==> config.mk <==
export PLATFORM = sky130hd
export DESIGN_NAME = ex_mem_skid_reg
export DESIGN_NICKNAME = d
export VERILOG_FILES = /design/src/rtl/ex_mem_skid_reg.sv
export SDC_FILE = /design/constraint.sdc
export NUM_CORES = 1
export LEC_CHECK = 0
export ABC_AREA = 0
export BUFFER_PORTS_ARGS = -buffer_cell sky130_fd_sc_hd__buf_2
export CAP_MARGIN = 20
export CORE_ASPECT_RATIO = 0.75
export CORE_MARGIN = 3
export CORE_UTILIZATION = 57
export DETAILED_ROUTE_END_ITERATION = 10
export PLACE_DENSITY_LB_ADDON = 0.25
export SLEW_MARGIN = 20
export SYNTH_ARGS = -nofsm -noshare
export SYNTH_HDL_FRONTEND = slang
export SYNTH_SLANG_ARGS = --single-unit
==> constraint.sdc <==
create_clock -name clk_i -period 3.5 [get_ports clk_i]
set_clock_uncertainty 0.05 [all_clocks]
set_input_delay 0 -clock clk_i [delete_from_list [all_inputs] [get_ports clk_i]]
set_output_delay 0 -clock clk_i [all_outputs]
set_load 0.01 [all_outputs]
==> src/rtl/ex_mem_skid_reg.sv <==
// ============================================================================
// ex_mem_skid_reg
// ----------------------------------------------------------------------------
// EX->MEM pipeline register placed directly after the ALU. It captures the ALU
// result and zero flag, the store data, the destination register and the MEM/WB
// control bundle. These are passed to the MEM stage over a valid/ready
// handshake. A two-entry skid buffer (head + skid) lets ex_ready_o come straight
// from a flop while still sustaining one transfer per cycle. The head entry is
// also exported to the forwarding unit. A saturating counter records the cycles
// in which MEM applied back-pressure.
//
// Optional feature: define EXMEM_FLUSH_EN to add the flush_i port. When flush_i
// is high, all held entries are discarded and the incoming entry is dropped.
//
// Ports
//   clk_i, rst_i        clock; synchronous active-high reset
//   ex_valid_i/ready_o  upstream handshake (ex_ready_o is registered)
//   ex_result_i, ex_zero_i, ex_wdata_i, ex_rd_addr_i, ex_ctrl_i
//                       incoming entry fields
//   mem_valid_o/ready_i downstream handshake
//   mem_result_o, mem_zero_o, mem_wdata_o, mem_rd_addr_o, mem_ctrl_o
//                       head entry fields
//   fwd_regwrite_o      head is valid and has RegWrite set
//   stall_cnt_o         saturating count of mem_valid_o & !mem_ready_i cycles
//   flush_i             (EXMEM_FLUSH_EN only) discard all entries
// ============================================================================
module ex_mem_skid_reg #(
    parameter int DATA_W     = 32,
    parameter int REG_ADDR_W = 5,
    parameter int CTRL_W     = 5,
    parameter int CNT_W      = 16
) (
    input  logic                  clk_i,
    input  logic                  rst_i,
`ifdef EXMEM_FLUSH_EN
    input  logic                  flush_i,
`endif
    input  logic                  ex_valid_i,
    output logic                  ex_ready_o,
    input  logic [DATA_W-1:0]     ex_result_i,
    input  logic                  ex_zero_i,
    input  logic [DATA_W-1:0]     ex_wdata_i,
    input  logic [REG_ADDR_W-1:0] ex_rd_addr_i,
    input  logic [CTRL_W-1:0]     ex_ctrl_i,
    output logic                  mem_valid_o,
    input  logic                  mem_ready_i,
    output logic [DATA_W-1:0]     mem_result_o,
    output logic                  mem_zero_o,
    output logic [DATA_W-1:0]     mem_wdata_o,
    output logic [REG_ADDR_W-1:0] mem_rd_addr_o,
    output logic [CTRL_W-1:0]     mem_ctrl_o,
    output logic                  fwd_regwrite_o,
    output logic [CNT_W-1:0]      stall_cnt_o
);

    localparam int ENT_W = DATA_W + 1 + DATA_W + REG_ADDR_W + CTRL_W;

    typedef enum logic [1:0] {
        S_EMPTY = 2'd0,
        S_ONE   = 2'd1,
        S_FULL  = 2'd2
    } state_t;

    state_t             state_q, state_d;
    logic [ENT_W-1:0]   head_q, head_d;
    logic [ENT_W-1:0]   skid_q, skid_d;
    logic               ex_ready_q, ex_ready_d;
    logic [CNT_W-1:0]   stall_q, stall_d;
    logic [ENT_W-1:0]   in_entry;
    logic               push, pop, flush;

`ifdef EXMEM_FLUSH_EN
    assign flush = flush_i;
`else
    assign flush = 1'b0;
`endif

    assign in_entry    = {ex_result_i, ex_zero_i, ex_wdata_i, ex_rd_addr_i, ex_ctrl_i};
    assign mem_valid_o = (state_q != S_EMPTY);
    assign push        = ex_valid_i & ex_ready_q;
    assign pop         = mem_valid_o & mem_ready_i;

    always_comb begin
        state_d = state_q;
        head_d  = head_q;
        skid_d  = skid_q;

        case (state_q)
            S_EMPTY: begin
                if (push) begin
                    head_d  = in_entry;
                    state_d = S_ONE;
                end
            end
            S_ONE: begin
                if (push && pop) begin
                    // Head leaves and the new entry replaces it in place.
                    head_d = in_entry;
                end else if (push) begin
                    skid_d  = in_entry;
                    state_d = S_FULL;
                end else if (pop) begin
                    state_d = S_EMPTY;
                end
            end
            S_FULL: begin
                // ex_ready_o is low here, so only the skid-to-head move occurs.
                if (pop) begin
                    head_d  = skid_q;
                    state_d = S_ONE;
                end
            end
            default: state_d = S_EMPTY;
        endcase

        // Flush overrides any push. A same-cycle pop was still delivered.
        if (flush) begin
            state_d = S_EMPTY;
            head_d  = head_q;
            skid_d  = skid_q;
        end

        // ex_ready_o is computed from the next state, so it leaves a flop.
        ex_ready_d = (state_d != S_FULL);

        stall_d = stall_q;
        if (mem_valid_o && !mem_ready_i && (stall_q != {CNT_W{1'b1}})) begin
            stall_d = stall_q + CNT_W'(1);
        end
    end

    always_ff @(posedge clk_i) begin
        if (rst_i) begin
            state_q    <= S_EMPTY;
            head_q     <= '0;
            skid_q     <= '0;
            ex_ready_q <= 1'b1;
            stall_q    <= '0;
        end else begin
            state_q    <= state_d;
            head_q     <= head_d;
            skid_q     <= skid_d;
            ex_ready_q <= ex_ready_d;
            stall_q    <= stall_d;
        end
    end

    assign ex_ready_o = ex_ready_q;
    assign {mem_result_o, mem_zero_o, mem_wdata_o, mem_rd_addr_o, mem_ctrl_o} = head_q;
    assign fwd_regwrite_o = mem_valid_o & mem_ctrl_o[CTRL_W-1];
    assign stall_cnt_o    = stall_q;

endmodule

==> summary.md <==
| Metric | Value |
|---|---|
| Share of layout cells above drive strength 1 | approximately 22% |
| Hold Startpoint | ex_valid_i |
| Worst Path Buf+Inv | 1 |
| Core Box Area | around 11000 um^2 |
| Die Wd | between 100 and 150 um |
| FF-to-FF setup slack | 1.15 ns |
| Boundary pin count | around 170 |
| Syn. warnings | 0 |
| CP endpoint kind | register |
| Register area share after synthesis | about half |
| Crit Path Class | register to register |
| VDD IR-drop max | about 0.49 mV |
| Initial antenna violation count | 0 |
| Mapped Area | 6800 um^2 |
| Yosys top cell by area | dfxtp_1 |
| Synth area leaders | dfxtp_1, mux2i_1, nand2_1, a211oi_1, a21oi_1 |
| Total GRT Usage | 27.7% |
| R2r startpoint | state_q[0] |
| Synthesis-to-layout area growth | 34.0% |
| Post-synthesis register bit count | about 170 |
| Endpoints failing hold | 0 |
| Synth Instances | ~800 |
| Die footprint | roughly 13000 um^2 |
| Hold WC Path Type | input port to register |
| Most frequent cell after synthesis | dfxtp_1 |
| Relative slew slack | around 28% |
| CP delay by family, top | simple AND/OR/NAND/NOR gates |
| Run status | finished clean |
| Synth Area per Inst | roughly 8.7 um^2 |
| CP Launch Type | register |
| Wire length per cell | about 16 um |
| CP peak stage delay | around 0.76 ns |
| Initial DRC count | roughly 540 |
| Port Buffers | between 150 and 200 |
| HPWL Detailed | between 10 and 15 mm |
| Largest net degree at the start of global routing | between 100 and 150 |
| RePlAce Congestion | slightly below 0.8 |
| Nets@finish | 1072 |
| Setup TNS | 0 ns |
| Clock Sinks | around 170 |
| Req. time, crit path | around 3.7 ns |
| DRT antenna net count | 0 |
| Clock Path Buffers | 2 |
| P per Cell Area | around 520 nW/um^2 |
| Root buf cell | clkbuf_16 |
| Post-synth top area share | approximately half |
| Total CTS buffers | 17 |
| List of most frequent post-synthesis cells | dfxtp_1, nand2_1, a21oi_1, nor2_1, mux2i_1 |
| Post-synth top flop | dfxtp_1 |
| Cell chain of the critical path | or2b_1 > or3_2 > buf_4 > nand2_1 > a21oi_1 |
| Core Util, Final | roughly 80% |
| R2R depth | 5 |
| Vias in the first global route | 6431 |
| Crit path arrival time | about 2.6 ns |
| Max_cap viols | 0 |
| Drt drc | 0 |
| Worst hold stages | 5 |
| Gr ovfl total | 0 |
| Leak Pwr | approximately 4.1 nW |
| Final slew viol count | 0 |
| First drt pass iteration count | 5 |
| ANT cells | 0 |
| Die H | 101 um |
| Clock Latency Late Sink | roughly 0.41 ns |
| RSZ-0062 raised after global routing | no |
| First-pass GRT wire length | 30.2 mm |
| Reg-to-reg endpoint | skid_q[58] |
| Via count | around 6600 |
| Fillcell total | 725 |
| Final Critical Period | approximately 2.4 ns |
| WL final | ~19 mm |
| Routed vias/inst | between 5 and 6 |
| Crit-path slowest cell | or3_2 |
| CTS resizes | 0 |
| Synth unique cells | 40 |
| Initial Util | about 60% |
| Worst-path fanout max | 38 |
| H-tree lvl count | 4 |
| Slew @ Worst Pin | 1.09 ns |
| Mapped Nets | between 800 and 900 |
| Reg clk slew, reported paths | 0.07 ns |
| EDFF count, synth | 0 |
| Max Fclk | approximately 430 MHz |
| Async SR Flop Fraction | 0% |
| Hold path endpoint | state_q[0] |
| TritonCTS clock tree | built |
| Post-route clock period utilization | between 60 and 70% |
| # setup viols final | 0 |
| # rows | 33 |
-- timing repair --
item,4_1_cts,5_1_grt
hold buffers,77,0
setup buffers,0,0
hold endpoints to repair,152,0
-- cells by family after synthesis --
group                    share of synthesized area, %
flip-flops                                       49.8
AND/OR/NAND/NOR                                  17.2
buffers and inverters                            4.14
multiplexers                                     11.3
adder cells (fa/ha/maj)                         0.184
AO/OA/AOI/OAI                                    17.3
-- cell type report --
cell class	instances	area, um^2	area share (%)
Clock buffer	21	450	4.94
Clock inverter	11	195	2.14
Inverter	6	22.5	0.247
Multi-Input combinational cell	541	3160	34.6
Sequential cell	169	3380	37.1
Tap cell	157	196	2.16
Timing Repair Buffer	257	1710	18.7
-- worst register-to-register path, cell delays in order, from the launching register on --
cell and delay [ns]:
dfxtp_1 0.46, or2b_1 0.28, or3_2 0.76, buf_4 0.41, nand2_1 0.14, a21oi_1 0.08
-- state kept, by name (all words and copies together), names as in the netlist --
signal and flops:
state_q 2, skid_q 75, stall_cnt_o 16, head_q 75, ex_ready_o 1
-- worst max-delay path by stage --
stage / from / to / slack, ns / depth (start not counted)
5_1_grt: state_q[0] / skid_q[56] / 0.99 / 5
6_report: state_q[0] / skid_q[58] / 1.15 / 5
3_5_place_dp: state_q[0] / skid_q[55] / 1.19 / 5
4_1_cts: state_q[0] / skid_q[55] / 1.18 / 5
2_1_floorplan: stall_cnt_o[0] / stall_cnt_o[8] / 1.58 / 5
3_3_place_gp: state_q[0] / skid_q[61] / 1.26 / 5
-- power by group --
group | switching [mW] | total [mW] | internal, mW
Clock | 0.741 | 2.03 | 1.29
Combinational | 0.327 | 0.591 | 0.264
Sequential | 0.0673 | 2.10 | 2.04
-- metrics by stage --
stage               cell area, um^2  hold WS (ns)  instances  total power [mW]  setup WS [ns]
floorplan                      6800        0.0681        779              2.44           1.58
global placement               7690         0.202       1053              2.63           1.26
detailed placement             7690         0.210       1053              2.65           1.19
CTS                            9110         0.193       1162              4.73           1.18
global route                   9110         0.246       1162              4.90          0.994
finish                         9110         0.195       1162              4.73           1.15
-- layout by cell type, fill, tap and decap left out, types with 4 or more instances in the layout --
| cell | instances |
|---|---|
| bufinv_16 | 5 |
| a211oi_1 | 76 |
| mux2i_1 | 77 |
| dfxtp_1 | 169 |
| inv_1 | 6 |
| clkbuf_16 | 17 |
| buf_2 | 171 |
| buf_4 | 8 |
| nand4_1 | 7 |
| or3_1 | 4 |
| or4_1 | 8 |
| nand2_1 | 155 |
| clkinv_4 | 4 |
| dlygate4sd3_1 | 77 |
| a21oi_1 | 89 |
| nand3_1 | 5 |
| nor2_1 | 81 |
| o31ai_1 | 7 |
-- metal layers --
metal	GRT usage, %	wire length, um
met4	12.3	598
met1	32.0	7390
met5	0	0
met2	49.3	9240
met3	6.99	1380
Note: power is estimated with default switching activity, not from simulation.
